`config.mk`:
```
export PLATFORM = sky130hd
export DESIGN_NAME = axis_deadlock_monitor
export DESIGN_NICKNAME = d
export VERILOG_FILES = /design/src/rtl/deadlock_mon_pkg.sv /design/src/rtl/deadlock_persist_filter.sv /design/src/rtl/axis_deadlock_monitor.sv
export SDC_FILE = /design/constraint.sdc
export NUM_CORES = 1
export LEC_CHECK = 0
export ABC_CLOCK_PERIOD_IN_PS = 3220
export BUFFER_PORTS_ARGS = -buffer_cell sky130_fd_sc_hd__buf_2
export CELL_PAD_IN_SITES_DETAIL_PLACEMENT = 0
export CELL_PAD_IN_SITES_GLOBAL_PLACEMENT = 1
export CORE_ASPECT_RATIO = 1.75
export CORE_MARGIN = 2
export CORE_UTILIZATION = 40
export CTS_CLUSTER_SIZE = 10
export DETAILED_ROUTE_END_ITERATION = 8
export MAX_ROUTING_LAYER = met4
export PLACE_DENSITY_LB_ADDON = 0.08
export SETUP_SLACK_MARGIN = 0.15
export SYNTH_ARGS = -nofsm -noshare
export SYNTH_HDL_FRONTEND = slang
export SYNTH_SLANG_ARGS = --single-unit
```
`constraint.sdc`:
```
create_clock -name clock -period 3.22 [get_ports clock]
set_input_delay 0.322 -clock clock [delete_from_list [all_inputs] [get_ports clock]]
set_output_delay 0.322 -clock clock [all_outputs]
set_load 0.02 [all_outputs]
```
`src/rtl/deadlock_mon_pkg.sv`:
```
// Shared types and helpers for the AXI-Stream deadlock monitor.
// Channel codes: bit0 = local stall, bit1 = stall seen through the sub-instance.
package deadlock_mon_pkg;

  typedef enum logic [1:0] {
    IDLE    = 2'd0,
    SUSPECT = 2'd1,
    BLOCKED = 2'd2
  } state_e;

  localparam logic [1:0] CODE_NONE  = 2'b00;
  localparam logic [1:0] CODE_LOCAL = 2'b01;
  localparam logic [1:0] CODE_SUB   = 2'b10;
  localparam logic [1:0] CODE_BOTH  = 2'b11;

  // All-ones marker for "no channel"; callers truncate to their index width.
  function automatic logic [31:0] NO_CH();
    return '1;
  endfunction

  function automatic logic [1:0] chan_code(input logic local_stall, input logic sub_stall);
    logic [1:0] code;
    unique case ({sub_stall, local_stall})
      2'b01:   code = CODE_LOCAL;
      2'b10:   code = CODE_SUB;
      2'b11:   code = CODE_BOTH;
      default: code = CODE_NONE;
    endcase
    return code;
  endfunction

endpackage

```
`src/rtl/deadlock_persist_filter.sv`:
```
// Persistence filter: a stall must be seen THRESHOLD consecutive cycles before
// it is reported. enter_o strobes on the edge that moves the FSM into BLOCKED.
module deadlock_persist_filter
  import deadlock_mon_pkg::*;
#(
  parameter int THRESHOLD = 1,
  parameter bit STICKY    = 1'b0
) (
  input  logic clock,
  input  logic reset_n,
  input  logic raw_i,
  input  logic clear_i,
  output logic enter_o,
  output logic in_blocked_o
);

  localparam int CW = $clog2(THRESHOLD + 1);

  state_e        state_q;
  logic [CW-1:0] count_q;
  logic          at_limit;

  // count_q is held at 0 in IDLE, so THRESHOLD==1 also reaches the limit from IDLE.
  assign at_limit     = (int'(count_q) == THRESHOLD - 1);
  assign enter_o      = !clear_i && raw_i && at_limit && (state_q != BLOCKED);
  assign in_blocked_o = (state_q == BLOCKED);

  always_ff @(posedge clock or negedge reset_n) begin
    if (!reset_n) begin
      state_q <= IDLE;
      count_q <= '0;
    end else if (clear_i) begin
      state_q <= IDLE;
      count_q <= '0;
    end else begin
      unique case (state_q)
        IDLE: begin
          if (raw_i && at_limit) begin
            state_q <= BLOCKED;
            count_q <= '0;
          end else if (raw_i) begin
            state_q <= SUSPECT;
            count_q <= CW'(1);
          end
        end
        SUSPECT: begin
          if (!raw_i) begin
            state_q <= IDLE;
            count_q <= '0;
          end else if (at_limit) begin
            state_q <= BLOCKED;
            count_q <= '0;
          end else begin
            count_q <= count_q + CW'(1);
          end
        end
        BLOCKED: begin
          if (!STICKY && !raw_i) begin
            state_q <= IDLE;
            count_q <= '0;
          end
        end
        default: begin
          state_q <= IDLE;
          count_q <= '0;
        end
      endcase
    end
  end

endmodule

```
`src/rtl/axis_deadlock_monitor.sv`:
```
// Deadlock monitor top: derives the stall indication, runs it through the
// persistence filter and latches a per-channel diagnostic snapshot on entry.
module axis_deadlock_monitor
  import deadlock_mon_pkg::*;
#(
  parameter int NUM_CH    = 2,
  parameter int NUM_INST  = 2,
  parameter int THRESHOLD = 1,
  parameter int CNT_W     = 16,
  parameter bit STICKY    = 1'b0
) (
  input  logic                       clock,
  input  logic                       reset_n,
  input  logic [2*NUM_CH-1:0]        axis_block_sigs,
  input  logic                       sub_block,
  input  logic [NUM_INST-1:0]        inst_idle_sigs,
  input  logic                       clear,
  output logic                       block,
  output logic [2*NUM_CH-1:0]        axis_block_info,
  output logic [$clog2(NUM_CH):0]    first_ch,
  output logic [CNT_W-1:0]           block_cycles
);

  localparam int CH_W = $clog2(NUM_CH) + 1;
  localparam logic [CH_W-1:0] NoCh = CH_W'(NO_CH());

  logic [NUM_CH-1:0]   cur;
  logic [NUM_CH-1:0]   sub;
  logic                raw;
  logic [2*NUM_CH-1:0] codes;
  logic [CH_W-1:0]     lowest;
  logic                enter;
  logic                in_blocked;

  logic [2*NUM_CH-1:0] info_q;
  logic [CH_W-1:0]     first_q;
  logic [CNT_W-1:0]    cycles_q;

  assign cur = axis_block_sigs[NUM_CH-1:0];
  assign sub = axis_block_sigs[2*NUM_CH-1:NUM_CH];
  // A system whose instances all report idle is quiescent, not deadlocked.
  assign raw = !(&inst_idle_sigs) && ((|cur) || (sub_block && (|sub)));

  always_comb begin
    codes  = '0;
    lowest = NoCh;
    for (int i = NUM_CH - 1; i >= 0; i--) begin
      codes[2*i +: 2] = chan_code(cur[i], sub[i] & sub_block);
      if (codes[2*i +: 2] != CODE_NONE) begin
        lowest = CH_W'(i);
      end
    end
  end

  deadlock_persist_filter #(
    .THRESHOLD (THRESHOLD),
    .STICKY    (STICKY)
  ) u_filter (
    .clock        (clock),
    .reset_n      (reset_n),
    .raw_i        (raw),
    .clear_i      (clear),
    .enter_o      (enter),
    .in_blocked_o (in_blocked)
  );

  always_ff @(posedge clock or negedge reset_n) begin
    if (!reset_n) begin
      info_q   <= '0;
      first_q  <= NoCh;
      cycles_q <= '0;
    end else if (enter) begin
      info_q   <= codes;
      first_q  <= lowest;
      cycles_q <= CNT_W'(1);
    end else if (in_blocked && (cycles_q != {CNT_W{1'b1}})) begin
      cycles_q <= cycles_q + CNT_W'(1);
    end
  end

  // Snapshot registers are only meaningful while BLOCKED; masking with the
  // state flop restores reset values on the exit edge without a next-state path.
  assign block           = in_blocked;
  assign axis_block_info = in_blocked ? info_q : '0;
  assign first_ch        = in_blocked ? first_q : NoCh;
  assign block_cycles    = in_blocked ? cycles_q : '0;

endmodule

```
# Word-level counts from Yosys, hierarchy flattened
# Index checks and enable logic that the tools add are counted.
totals:
  latch_bits: 0
  memories: 0
  mem_bits_rw: 0
  input_bits: 10
  output_inout_bits: 23
  register_bits: 25
  elab_cells: 65
  rom_bits: 0
classes:
  eq_ne: 13
  mux: 23
  n_mul: 0
  n_bitwise: 3
  n_lt_le_gt_ge: 0
  n_reduce_logical: 19
  shift: 0
  addsub: 2
  n_div: 0
op_table:
  columns: ["op", "n"]
  rows:
  - ["2-to-1 mux 16 bit", 3]
  - ["2-to-1 mux 2 bit", 9]
  - ["one-hot mux 2 bit (3 select lines)", 3]
  - ["adder 16 x 1 -> 16 bit, second input constant", 1]
  - ["inequality test 16 bit, second input constant", 1]
  - ["equality test 2 bit, second input constant", 5]
  - ["logical AND 1 bit", 7]
  - ["equality test 2 x 1 -> 1 bit, second input constant", 3]
  - ["2-to-1 mux 1 bit", 6]
  - ["nonzero test 2 bit", 3]
  - ["2-to-1 mux 4 bit", 1]
  - ["inequality test 4 x 2 -> 1 bit, second input constant", 1]
  - ["inequality test 4 bit, second input constant", 1]
  - ["AND reduction 2 bit", 2]
  - ["OR reduction 2 bit", 2]
  - ["inequality test 3 bit, second input constant", 1]
  - ["one-hot mux 1 bit (3 select lines)", 1]
  - ["AND reduction 3 bit", 1]
  - ["AND 1 bit", 2]
  - ["zero test 1 bit", 2]
  - ["zero test 2 bit", 1]
  - ["inequality test 2 bit, second input constant", 1]
  - ["adder 1 bit, second input constant", 1]
  - ["logical OR 1 bit", 1]
  - ["NOT 1 bit", 1]

# Depth between registers and ports, before layout
depth:
  ltp_word: 8
  ltp_mapped: 7
  mapped_depth_nobuf: 5

# Modules after synthesis
# Synthesis repeated with hierarchy kept, for this count alone.
unflattened:
  cells_unflattened: 150
  hier_area_um2: 1440.1
by_module_without_submodules:
  columns: ["module", "instances", "area_each_um2", "cells_each", "seq_area_each_um2"]
  rows:
  - ["axis_deadlock_monitor", 1, 1296.2, 139, 553.0]
  - ["deadlock_persist_filter", 1, 143.9, 11, 75.1]

# Worst setup path after synthesis
# OpenSTA, ideal clock, no wires.
synth_path:
  path_type: "reg2out"
  startpoint: "register u_filter.state_q[0]"
  endpoint: "output block_cycles[10]"
  arrival_time_ps: 1609
  path_slack_ps: 1289
  stages_incl_launch_ff: 7
  required_ps: 2898
  n_path_buf: 3
  path_cell_list: "dfrtp_1 nand2b_1 buf_6 inv_1 clkbuf_1 clkbuf_1 and2_1"
synth_via:
  elab_chain_cells: 2
synth_lines:
  columns: ["item", "line_no", "source"]
  rows:
  - ["from (decl)", "deadlock_persist_filter.sv:19", "state_e state_q;"]
  - ["from (signal assigned)", "deadlock_persist_filter.sv:30", "state_q <= IDLE;"]
  - ["from (signal assigned)", "deadlock_persist_filter.sv:33", "state_q <= IDLE;"]
  - ["from (signal assigned)", "deadlock_persist_filter.sv:39", "state_q <= BLOCKED;"]
  - ["equality test 2 bit", "deadlock_persist_filter.sv:26", "assign in_blocked_o = (state_q == BLOCKED);"]
  - ["via block", "axis_deadlock_monitor.sv:18", "output logic block,"]
  - ["2-to-1 mux 16 bit", "axis_deadlock_monitor.sv:86", "assign block_cycles = in_blocked ? cycles_q : '0;"]
  - ["to (decl)", "axis_deadlock_monitor.sv:21", "output logic [CNT_W-1:0] block_cycles"]
# The timed path passes the listed nets, and every way through them passes these cells.

# Worst setup path after layout
layout_path:
  startpoint: "register u_filter.state_q[0]"
  endpoint: "output block_cycles[8]"
layout_via:
  elab_chain_cells: 2
layout_lines:
  columns: ["item", "line_no"]
  rows:
  - ["equality test 2 bit", "deadlock_persist_filter.sv:26"]
  - ["2-to-1 mux 16 bit", "axis_deadlock_monitor.sv:86"]
# Every way passes these cells.

==> results.yml <==
worst_setup_path:
  cp-start-kind: "flop"
  crit_type: "reg -> out"
  crit_path_max_fanout: 29
  arrival_ns: 1.98
  cp-end-kind: "output port"
  crit_required_ns: 2.90
  ff2ff_path_depth: 5
synthesis:
  syn_avg_cell_area_um2: 9.13
  ys_seq_area_frac: 0.430
  synth-seq-cells: 25
  ys_warn_count: 0
  synth-async-reset-ratio: 1.00
  syn_area_um2: 1460
  netlist_instances: 160
  synthesis.nets: 171
  synth_edf_count: 0
  netlist-cell-type-count: 40
  ys.flop_type: "dfrtp_1"
global_routing:
  grt_max_degree: 30
  track_usage: 0.178
  grt_pass1_wl_mm: 5.66
  grt_pass1_vias: 1219
  gr-total-overflow: 0
  antenna_found_initial: 0
detailed_routing:
  dr.pass1.iters: 4
  routed-via-count: 1305
  drt_iter0_drc: 20
  drc: 0
  vias_per_cell: 5.58
  wl_mm: 3.46
  wl_per_cell_um: 14.8
  ant_nets: 0
clocking:
  cts_buffers: 3
  htreeDepth: 1
  root_buffer: "clkbuf_8"
  cts_buffer_depth: 2
  clk_pin_slew_worst_paths_ns: 0.09
  cts.sinks: 25
  cts_resized: 0
  cts_setup_buffers: 0
  clock_latency_ns: 0.26
  hold_buffers: 0
  cts_tree: "built"
final_layout:
  fin_nets: 200
  drive_above_1_share: 0.223
  antenna_cells: 0
  syn_to_final_growth_pct: 15.5
die:
  die_x_um: 49.7
  io_pins: 33
  die_area_um2: 4170
  start_util: 0.411
  die_y_um: 83.9
  core_um2: 3560
  rows: 29
timing:
  grt_setup_unrepaired: "false"
  skew_ns: 0.00663
  min_period_ns: 2.30
  setup_tns_ns: 0
  setup-violations-final: 0
  hold_violations: 0
  timing.fmax_mhz: 435
  relSlewSlack: 0.526
  min_period_over_period: 0.714
  max_slew.worst_pin.slew_ns: 0.710
  timing.final.max_slew_violations: 0
placement:
  io_buffers: 32
  hpwlAfterDp_mm: 2.67
  gp_congestion: 0.781
power:
  totalPowerFinal_mw: 0.671
  p_leak_nw: 0.788
  ir_drop_v: 0.000262
  power-per-cell-area_nw_per_um2: 398
flow_run:
  max_cap_violations: 0
run_status:
  status: "complete, no violations"
worst_hold_path:
  hold_class: "in -> async"
[cells by family after synthesis]
kind of cell               share of synthesized area
adders and majority gates                    0.00857
muxes                                         0.0574
AOI/OAI and AO/OA                              0.144
buffers and inverters                         0.0334
and+or+nand+nor                                0.326
DFF                                            0.430
[synthesized netlist by cell type (all sizes together), types with 4 or more instances]
library cell	n	area [um^2]
and2	19	119
dfrtp	23	576
clkbuf	7	26.3
mux2i	5	50.1
or3	4	25.0
o21ai	15	75.1
nand3	12	60.1
nor2	8	32.5
and4	4	35.0
nand2	8	30.0
and3	4	25.0
a21oi	8	40.0
nand4	5	37.5
nand2b	4	25.0
[report_power, final]
group / internal [mW] / leakage (nW) / switching (mW) / total, mW
logic: 0.0452 / 0.434 / 0.0724 / 0.118
clock network: 0.0863 / 0.0255 / 0.0943 / 0.181
registers: 0.343 / 0.329 / 0.0301 / 0.373
total: 0.474 / 0.788 / 0.197 / 0.671
[cell type report]
cell class,instances,area [um^2]
clock buffer,3,41.3
inverter,3,11.3
clock inverter,1,5.00
multi-input combinational,124,783
timing repair buffer,32,160
tap,46,57.6
fill,370,1870
sequential,25,628
[layout by cell type (no fill, tap or decap), drive strengths merged, types with 2 or more instances in the layout]
cell type / count
buf: 32
dfrtp: 23
and2: 19
o21ai: 15
nand3: 12
a21oi: 8
nand2: 8
nor2: 8
mux2i: 5
nand4: 5
nand2b: 4
and4: 4
and3: 4
or3: 4
inv: 3
mux2: 3
nor3: 3
clkbuf: 3
or4: 3
a31oi: 2
nor2b: 2
a211oi: 2
dfstp: 2
nor4: 2
[per-stage QoR]
stage	util	worst slack [ns]	instances	hold WS (ns)	instance area, um^2
after floorplan	-	1.29	160	0.0264	1460
after detailed placement	0.461	1.07	230	0.345	1640
after global placement	0.461	1.21	230	0.345	1640
after global routing	0.474	0.757	234	0.0628	1690
after CTS	0.474	0.895	234	0.0505	1690
final	0.474	0.920	234	0.0336	1690
[worst max-delay path: stages, from the launching register on]
cell and delay, ns:
dfrtp_1 0.40, nand2b_1 0.31, inv_1 0.61, and2_1 0.24, buf_2 0.17
[registers in the layout, summed over array words and instances, names as in the netlist]
signal,count
first_q,2
cycles_q,16
u_filter.count_q,1
info_q,4
u_filter.state_q,2
[path summary, 6_finish.rpt]
kind / startpoint / end / slack [ns]
worst min register to register: u_filter.state_q[0] / u_filter.state_q[1] / 0.48
worst min-delay path: reset_n / cycles_q[13] / 0.03
worst max register to register: u_filter.state_q[0] / cycles_q[12] / 1.06
worst max-delay path: u_filter.state_q[0] / block_cycles[8] / 0.92
max in group asynchronous: reset_n / cycles_q[11] / 2.80
min in group clock: axis_block_sigs[1] / info_q[2] / 0.28
[routing by layer]
metal	global-route usage	wire [um]	up-vias
met3	0.0251	114	5
met4	0.0657	50	0
li1	-	-	645
met5	-	0	-
met1	0.196	1380	624
met2	0.318	1920	31
No activity file was read; power rests on OpenSTA's default activity.
